===== config.mk =====
export PLATFORM = sky130hd
export DESIGN_NAME = fp_mul
export DESIGN_NICKNAME = d
export VERILOG_FILES = /design/src/rtl/fp_mul_pkg.sv /design/src/rtl/fp_mul_round.sv /design/src/rtl/fp_mul.sv
export SDC_FILE = /design/constraint.sdc
export NUM_CORES = 2
export LEC_CHECK = 0
export CORE_ASPECT_RATIO = 1.4
export CORE_MARGIN = 2
export CORE_UTILIZATION = 50
export DETAILED_ROUTE_END_ITERATION = 10
export GPL_TIMING_DRIVEN = 0
export HOLD_SLACK_MARGIN = 0.12
export PLACE_DENSITY = 0.68
export SLEW_MARGIN = 40
export SYNTH_ARGS = -nofsm -noshare
export SYNTH_HDL_FRONTEND = slang
export SYNTH_SLANG_ARGS = --single-unit

===== constraint.sdc =====
create_clock -name clk -period 1.16 [get_ports clk]
set_input_delay 0.232 -clock clk [delete_from_list [all_inputs] [get_ports clk]]
set_output_delay 0.232 -clock clk [all_outputs]
set_load 0.01 [all_outputs]

===== src/rtl/fp_mul_pkg.sv =====
// Shared binary32 types and constants for the fp_mul datapath.
// Leading-zero count is used only when FP_MUL_SUBNORMAL_EN is defined.
package fp_mul_pkg;

    typedef struct packed {
        logic        sign;
        logic [7:0]  exp;
        logic [22:0] man;
    } fp32_t;

    localparam int          EXP_BIAS = 127;
    localparam int          EXP_MAX  = 255;
    localparam logic [31:0] QNAN     = 32'h7FC0_0000;
    localparam logic [31:0] POS_INF  = 32'h7F80_0000;

    function automatic logic [5:0] lzc48(input logic [47:0] v);
        logic [5:0] n;
        n = 6'd48;
        for (int i = 0; i < 48; i++) begin
            if (v[i]) n = 6'(47 - i);
        end
        return n;
    endfunction

endpackage


===== src/rtl/fp_mul_round.sv =====
// Normalize, RNE-round and range-check a 48-bit significand product.
// FP_MUL_SUBNORMAL_EN enables gradual underflow; otherwise tiny results flush.
module fp_mul_round
    import fp_mul_pkg::*;
(
    input  logic               sign_i,
    input  logic [47:0]        prod_i,
    input  logic signed [10:0] exp_i,
    output logic [31:0]        res_o
);

    logic [46:0]        frac;
    logic signed [10:0] exp_n;
    logic               sticky_x;
    logic               flush;

`ifdef FP_MUL_SUBNORMAL_EN
    logic [5:0]         lz;
    logic [47:0]        left;
    logic signed [10:0] exp_l;
    logic [10:0]        sh_raw;
    logic [5:0]         sh;
    logic [95:0]        wide;

    always_comb begin
        lz     = lzc48(prod_i);
        left   = prod_i << lz;
        exp_l  = exp_i + 11'sd1 - $signed({5'd0, lz});
        sh_raw = 11'sd1 - exp_l;
        if (exp_l > 11'sd0) begin
            sh = 6'd0;
        end else if (sh_raw > 11'd49) begin
            sh = 6'd49;
        end else begin
            sh = sh_raw[5:0];
        end
        // Denormalize: bits pushed below the LSB window feed sticky.
        wide     = {left, 48'd0} >> sh;
        frac     = wide[94:48];
        sticky_x = |wide[47:0];
        exp_n    = wide[95] ? exp_l : 11'sd0;
        flush    = 1'b0;
    end
`else
    always_comb begin
        frac     = prod_i[47] ? prod_i[46:0] : {prod_i[45:0], 1'b0};
        exp_n    = exp_i + $signed({10'd0, prod_i[47]});
        sticky_x = 1'b0;
        flush    = (exp_n <= 11'sd0);
    end
`endif

    logic [22:0] man;
    logic        g;
    logic        r;
    logic        s;
    logic        rnd;
    logic [30:0] sum;
    logic        ovf;

    // Carry out of the mantissa ripples into the exponent field, which
    // both renormalizes and promotes a subnormal to the minimum normal.
    always_comb begin
        man = frac[46:24];
        g   = frac[23];
        r   = frac[22];
        s   = (|frac[21:0]) | sticky_x;
        rnd = g & (r | s | frac[24]);
        sum = {exp_n[7:0], man} + {30'd0, rnd};
        ovf = (exp_n >= 11'sd255) | (&sum[30:23]);
        if (flush) begin
            res_o = {sign_i, 31'd0};
        end else if (ovf) begin
            res_o = {sign_i, 8'hFF, 23'd0};
        end else begin
            res_o = {sign_i, sum};
        end
    end

endmodule


===== src/rtl/fp_mul.sv =====
// Single-cycle binary32 multiplier with registered output.
// FP_MUL_SUBNORMAL_EN enables subnormal inputs/outputs (default: flush to zero).
module fp_mul
    import fp_mul_pkg::*;
(
    input  logic        clk,
    input  logic        rst_n,
    input  logic        in_valid,
    input  logic [31:0] IN1,
    input  logic [31:0] IN2,
    output logic        out_valid,
    output logic [31:0] OUT
);

    fp32_t a;
    fp32_t b;

    assign a = IN1;
    assign b = IN2;

    logic        a_nan;
    logic        b_nan;
    logic        a_inf;
    logic        b_inf;
    logic        a_zero;
    logic        b_zero;
    logic [23:0] sig_a;
    logic [23:0] sig_b;
    logic [7:0]  ea;
    logic [7:0]  eb;

    always_comb begin
        a_nan = (&a.exp) & (|a.man);
        b_nan = (&b.exp) & (|b.man);
        a_inf = (&a.exp) & ~(|a.man);
        b_inf = (&b.exp) & ~(|b.man);
`ifdef FP_MUL_SUBNORMAL_EN
        a_zero = ~(|a.exp) & ~(|a.man);
        b_zero = ~(|b.exp) & ~(|b.man);
        sig_a  = {|a.exp, a.man};
        sig_b  = {|b.exp, b.man};
        ea     = (|a.exp) ? a.exp : 8'd1;
        eb     = (|b.exp) ? b.exp : 8'd1;
`else
        a_zero = ~(|a.exp);
        b_zero = ~(|b.exp);
        sig_a  = {1'b1, a.man};
        sig_b  = {1'b1, b.man};
        ea     = a.exp;
        eb     = b.exp;
`endif
    end

    logic               sign;
    logic [47:0]        prod;
    logic signed [10:0] exp_sum;
    logic [31:0]        rnd_res;
    logic [31:0]        res_d;

    assign sign    = a.sign ^ b.sign;
    assign prod    = {24'd0, sig_a} * {24'd0, sig_b};
    assign exp_sum = $signed({3'b000, ea}) + $signed({3'b000, eb})
                   - 11'sd127;

    fp_mul_round u_round (
        .sign_i (sign),
        .prod_i (prod),
        .exp_i  (exp_sum),
        .res_o  (rnd_res)
    );

    always_comb begin
        if (a_nan | b_nan | (a_inf & b_zero) | (a_zero & b_inf)) begin
            res_d = QNAN;
        end else if (a_inf | b_inf) begin
            res_d = POS_INF | {sign, 31'd0};
        end else if (a_zero | b_zero) begin
            res_d = {sign, 31'd0};
        end else begin
            res_d = rnd_res;
        end
    end

    logic [31:0] out_q;
    logic        vld_q;

    always_ff @(posedge clk or negedge rst_n) begin
        if (!rst_n) begin
            out_q <= 32'd0;
            vld_q <= 1'b0;
        end else begin
            vld_q <= in_valid;
            if (in_valid) out_q <= res_d;
        end
    end

    assign OUT       = out_q;
    assign out_valid = vld_q;

endmodule


==> results.md <==
* Post-route cell area at around 29000 µm²
* Skew-Pair Late Insertion Delay at approximately 0.28 ns
* Reg2Reg Capture Point: OUT[22]
* Crit path time final at 9.033 ns
* Async set-reset flop share out of synthesis at 100.0%
* Reg2Reg Setup Slack at 0.21 ns
* DP HPWL at between 60 and 70 mm
* First-pass GRT wire length at ~130 mm
* Routability Congestion at a little over 1
* Detailed Routing Iterations Pass 1 at 5
* Dpl cell area at about 25000 µm²
* Post-Syn Area at around 23000 µm²
* Worst Tran Pin Value at ~0.81 ns
* Area Growth Syn to Fin at 26.17%
* CTS Buffer Depth at 2
* Num CTS Buffers at 5
* GR Util All Layers at between 30% and 40%
* Post-route ant nets at 0
* Peak Freq at ~110 MHz
* CP endpoint kind: flip-flop
* Multi-input logic area at around 20000 µm²
* Number of synthesized flops with an enable pin at 0
* Slew margin rel. at a little under half
* CTS root buffer: clkbuf_16
* Gr ovfl total at 0
* IO Port Bufs at around 100
* Synth Net Count at 3432
* FP Rows at ~90
* Vias at about 21k
* Fill cell count at 3743
* Tcrit/Tclk final at 778.7%
* Final slew viol count at 0
* Synth Flop Type: dfrtp_1
* CORE AREA at ~45000 µm²
* H-tree Lvls at 2
* CP max stage delay at 0.57 ns
* Largest net degree at the start of global routing at 34
* Post-Syn Instances at about 2.7k
* Synthesized area per cell at 8.458 µm²
* DRT Wirelength at 86.43 mm
* Met2 Resource Use GR at a little under two thirds
* CP most frequent cell: fa_1
* Io pins at 100
* Clk_skew at 0 ns
* Worst-path clk slew at approximately 0.050 ns
* Crit Path Max Fanout at 10
* R2R cell count at 3
* Die ar. at between 40000 and 50000 µm²
* Initial core utilization at a little over 50%
* Register Area at between 800 and 900 µm²
* Drt drc at 0
* Unrepaired setup endpoints after global routing: yes
* Routed vias/inst at between 5 and 6
* TritonCTS clock tree: yes
* Die Wd at between 150 and 200 µm
* Final nets at about 3.7k
* CP Class: input port to flip-flop
* Status: finished with violations
* Hold Path Class: input port to async pin
* Initial antenna violation count at 3
* Violated checks: setup timing
* Syn. warnings at 0
* Flops & latches, synth at 33
* Final Hold Viols at 0
* Distinct cells, synth at 80
* Met3 global-route usage at approximately 6.7%
* Max cap viols at 0
* Drt wl/cell at around 24 µm
* Ratio of cells with drive above 1 in the final layout at roughly 20%
* Critical path required time at around 1.3 ns
* Grt peak-use layer: met2
* Vias in the first global route at approximately 22k
* GR Util met1 at roughly 42%
* Chip height at ~260 µm
* Final worst setup slack at -7.873 ns
* Worst R2R Start: OUT[22]
* Setup violators final at 32
* Sequential share of the synthesized area at under 10%
* Slowest stage cell, crit path: fa_2
* CTS Sinks at 33
* Initial drt markers at between 1k and 1.5k
* Worst Path Arrival at 9.16 ns
* Setup crit start kind: input port
## cells in the final DEF (no fill, tap or decap), types with 15 or more instances in the layout
| master | Yosys | final |
|---|---|---|
| nor3_1 | 24 | 20 |
| and2_4 | 0 | 21 |
| ha_1 | 190 | 168 |
| a21o_1 | 15 | 15 |
| clkdlybuf4s15_1 | 0 | 25 |
| nand4_1 | 32 | 32 |
| buf_8 | 0 | 24 |
| inv_2 | 0 | 30 |
| dfrtp_1 | 33 | 33 |
| fa_2 | 0 | 34 |
| and2_1 | 229 | 208 |
| clkbuf_16 | 0 | 51 |
| buf_12 | 0 | 15 |
| clkbuf_8 | 0 | 19 |
| a21oi_1 | 74 | 63 |
| ha_4 | 0 | 20 |
| o21ai_0 | 48 | 44 |
| nand2_1 | 354 | 347 |
| nor2_1 | 113 | 100 |
| xnor2_1 | 49 | 45 |
| nand3_1 | 24 | 22 |
| nor4_1 | 22 | 15 |
| inv_1 | 609 | 569 |
| clkbuf_2 | 0 | 15 |
| buf_6 | 2 | 40 |
| buf_4 | 0 | 146 |
| xor2_1 | 26 | 25 |
| fa_1 | 483 | 449 |
## Yosys cell counts (all sizes together) (16+ instances only)
library cell	instances	area share (%)
nor4	25	0.77
xnor2	49	1.9
nor2	113	1.9
nor3	25	0.57
and2	230	6.3
nand4	32	0.88
ha	190	10
fa	483	42
o21ai	55	1.2
xor2	26	1.0
nand2	354	5.8
and3	16	0.46
nand3	24	0.53
o22ai	20	0.55
inv	609	10
dfrtp	33	3.6
clkbuf	107	1.8
a21oi	75	1.7
## layer usage
layer / share of wire (%) / vias to the layer above
li1: - / 8817
met1: 34 / 10400
met2: 50 / 1028
met3: 7.5 / 386
met4: 9.2 / 6
met5: 0.044 / -
## through the flow
step	utilization [%]	hold WS [ns]	setup WS [ns]	setup TNS (ns)	std cells
finish	63.83	0.4314	-7.873	-240.01	3567
floorplan	-	-0.06359	-7.421	-224.35	2692
detailed placement	55.62	0.3155	-10.54	-322.31	3401
global route	63.82	0.4508	-8.146	-248.46	3565
global placement	55.60	0.4860	-10.43	-343.46	3401
CTS	62.15	0.4360	-7.902	-240.04	3531
## critical path: cells and delay by family
| kind | cells | cell delay, ns |
|---|---|---|
| XOR/XNOR | 1 | 0.13 |
| buffers and inverters | 13 | 1.44 |
| multiplexers | 1 | 0.17 |
| adder cells (fa/ha/maj) | 9 | 3.98 |
| AND/OR/NAND/NOR | 11 | 2.51 |
| AO/OA/AOI/OAI | 4 | 0.65 |
## cells by family after synthesis
kind of cell	share of synthesized area [%]
XOR/XNOR	2.885
buffers and inverters	12.23
multiplexers	0.4836
AND/OR/NAND/NOR	19.16
adder cells (fa/ha/maj)	52.91
AO/OA/AOI/OAI	8.710
flip-flops	3.627
## flip-flops by register name (all words and copies together), names as in the netlist
register	count
out_valid	1
OUT	32
## timing repair
action                                  4_1_cts  5_1_grt
endpoints found under the setup margin       65       41
endpoints found under the hold margin        33        0
hold buffers                                  1        0
resized for setup                           720      166
gates cloned                                  3        1
buffers inserted                            120       38
pin swaps                                    91       81
## worst max-delay path by stage
| stage | start | to | slack, ns |
|---|---|---|---|
| 6_report | IN2[6] | OUT[10] | -7.87 |
| 5_1_grt | IN2[13] | OUT[10] | -8.15 |
| 4_1_cts | IN1[14] | OUT[10] | -7.90 |
| 3_5_place_dp | IN2[14] | OUT[21] | -10.54 |
| 3_3_place_gp | IN2[14] | OUT[6] | -10.43 |
| 2_1_floorplan | IN2[2] | OUT[10] | -7.42 |
## layout make-up
| type | count | area share (%) |
|---|---|---|
| well taps | 611 | 2.661 |
| plain buffers | 115 | 6.581 |
| multi-input cells | 1925 | 70.75 |
| diodes | 2 | 0.01742 |
| inverters | 612 | 8.170 |
| clock buffers | 6 | 0.4486 |
| repair buffers | 261 | 8.458 |
| clock inverters | 2 | 0.03484 |
| flip-flops and latches | 33 | 2.874 |
Power is not shown: default switching activity piles up to over one toggle a cycle in this logic, so the estimate is an artifact.
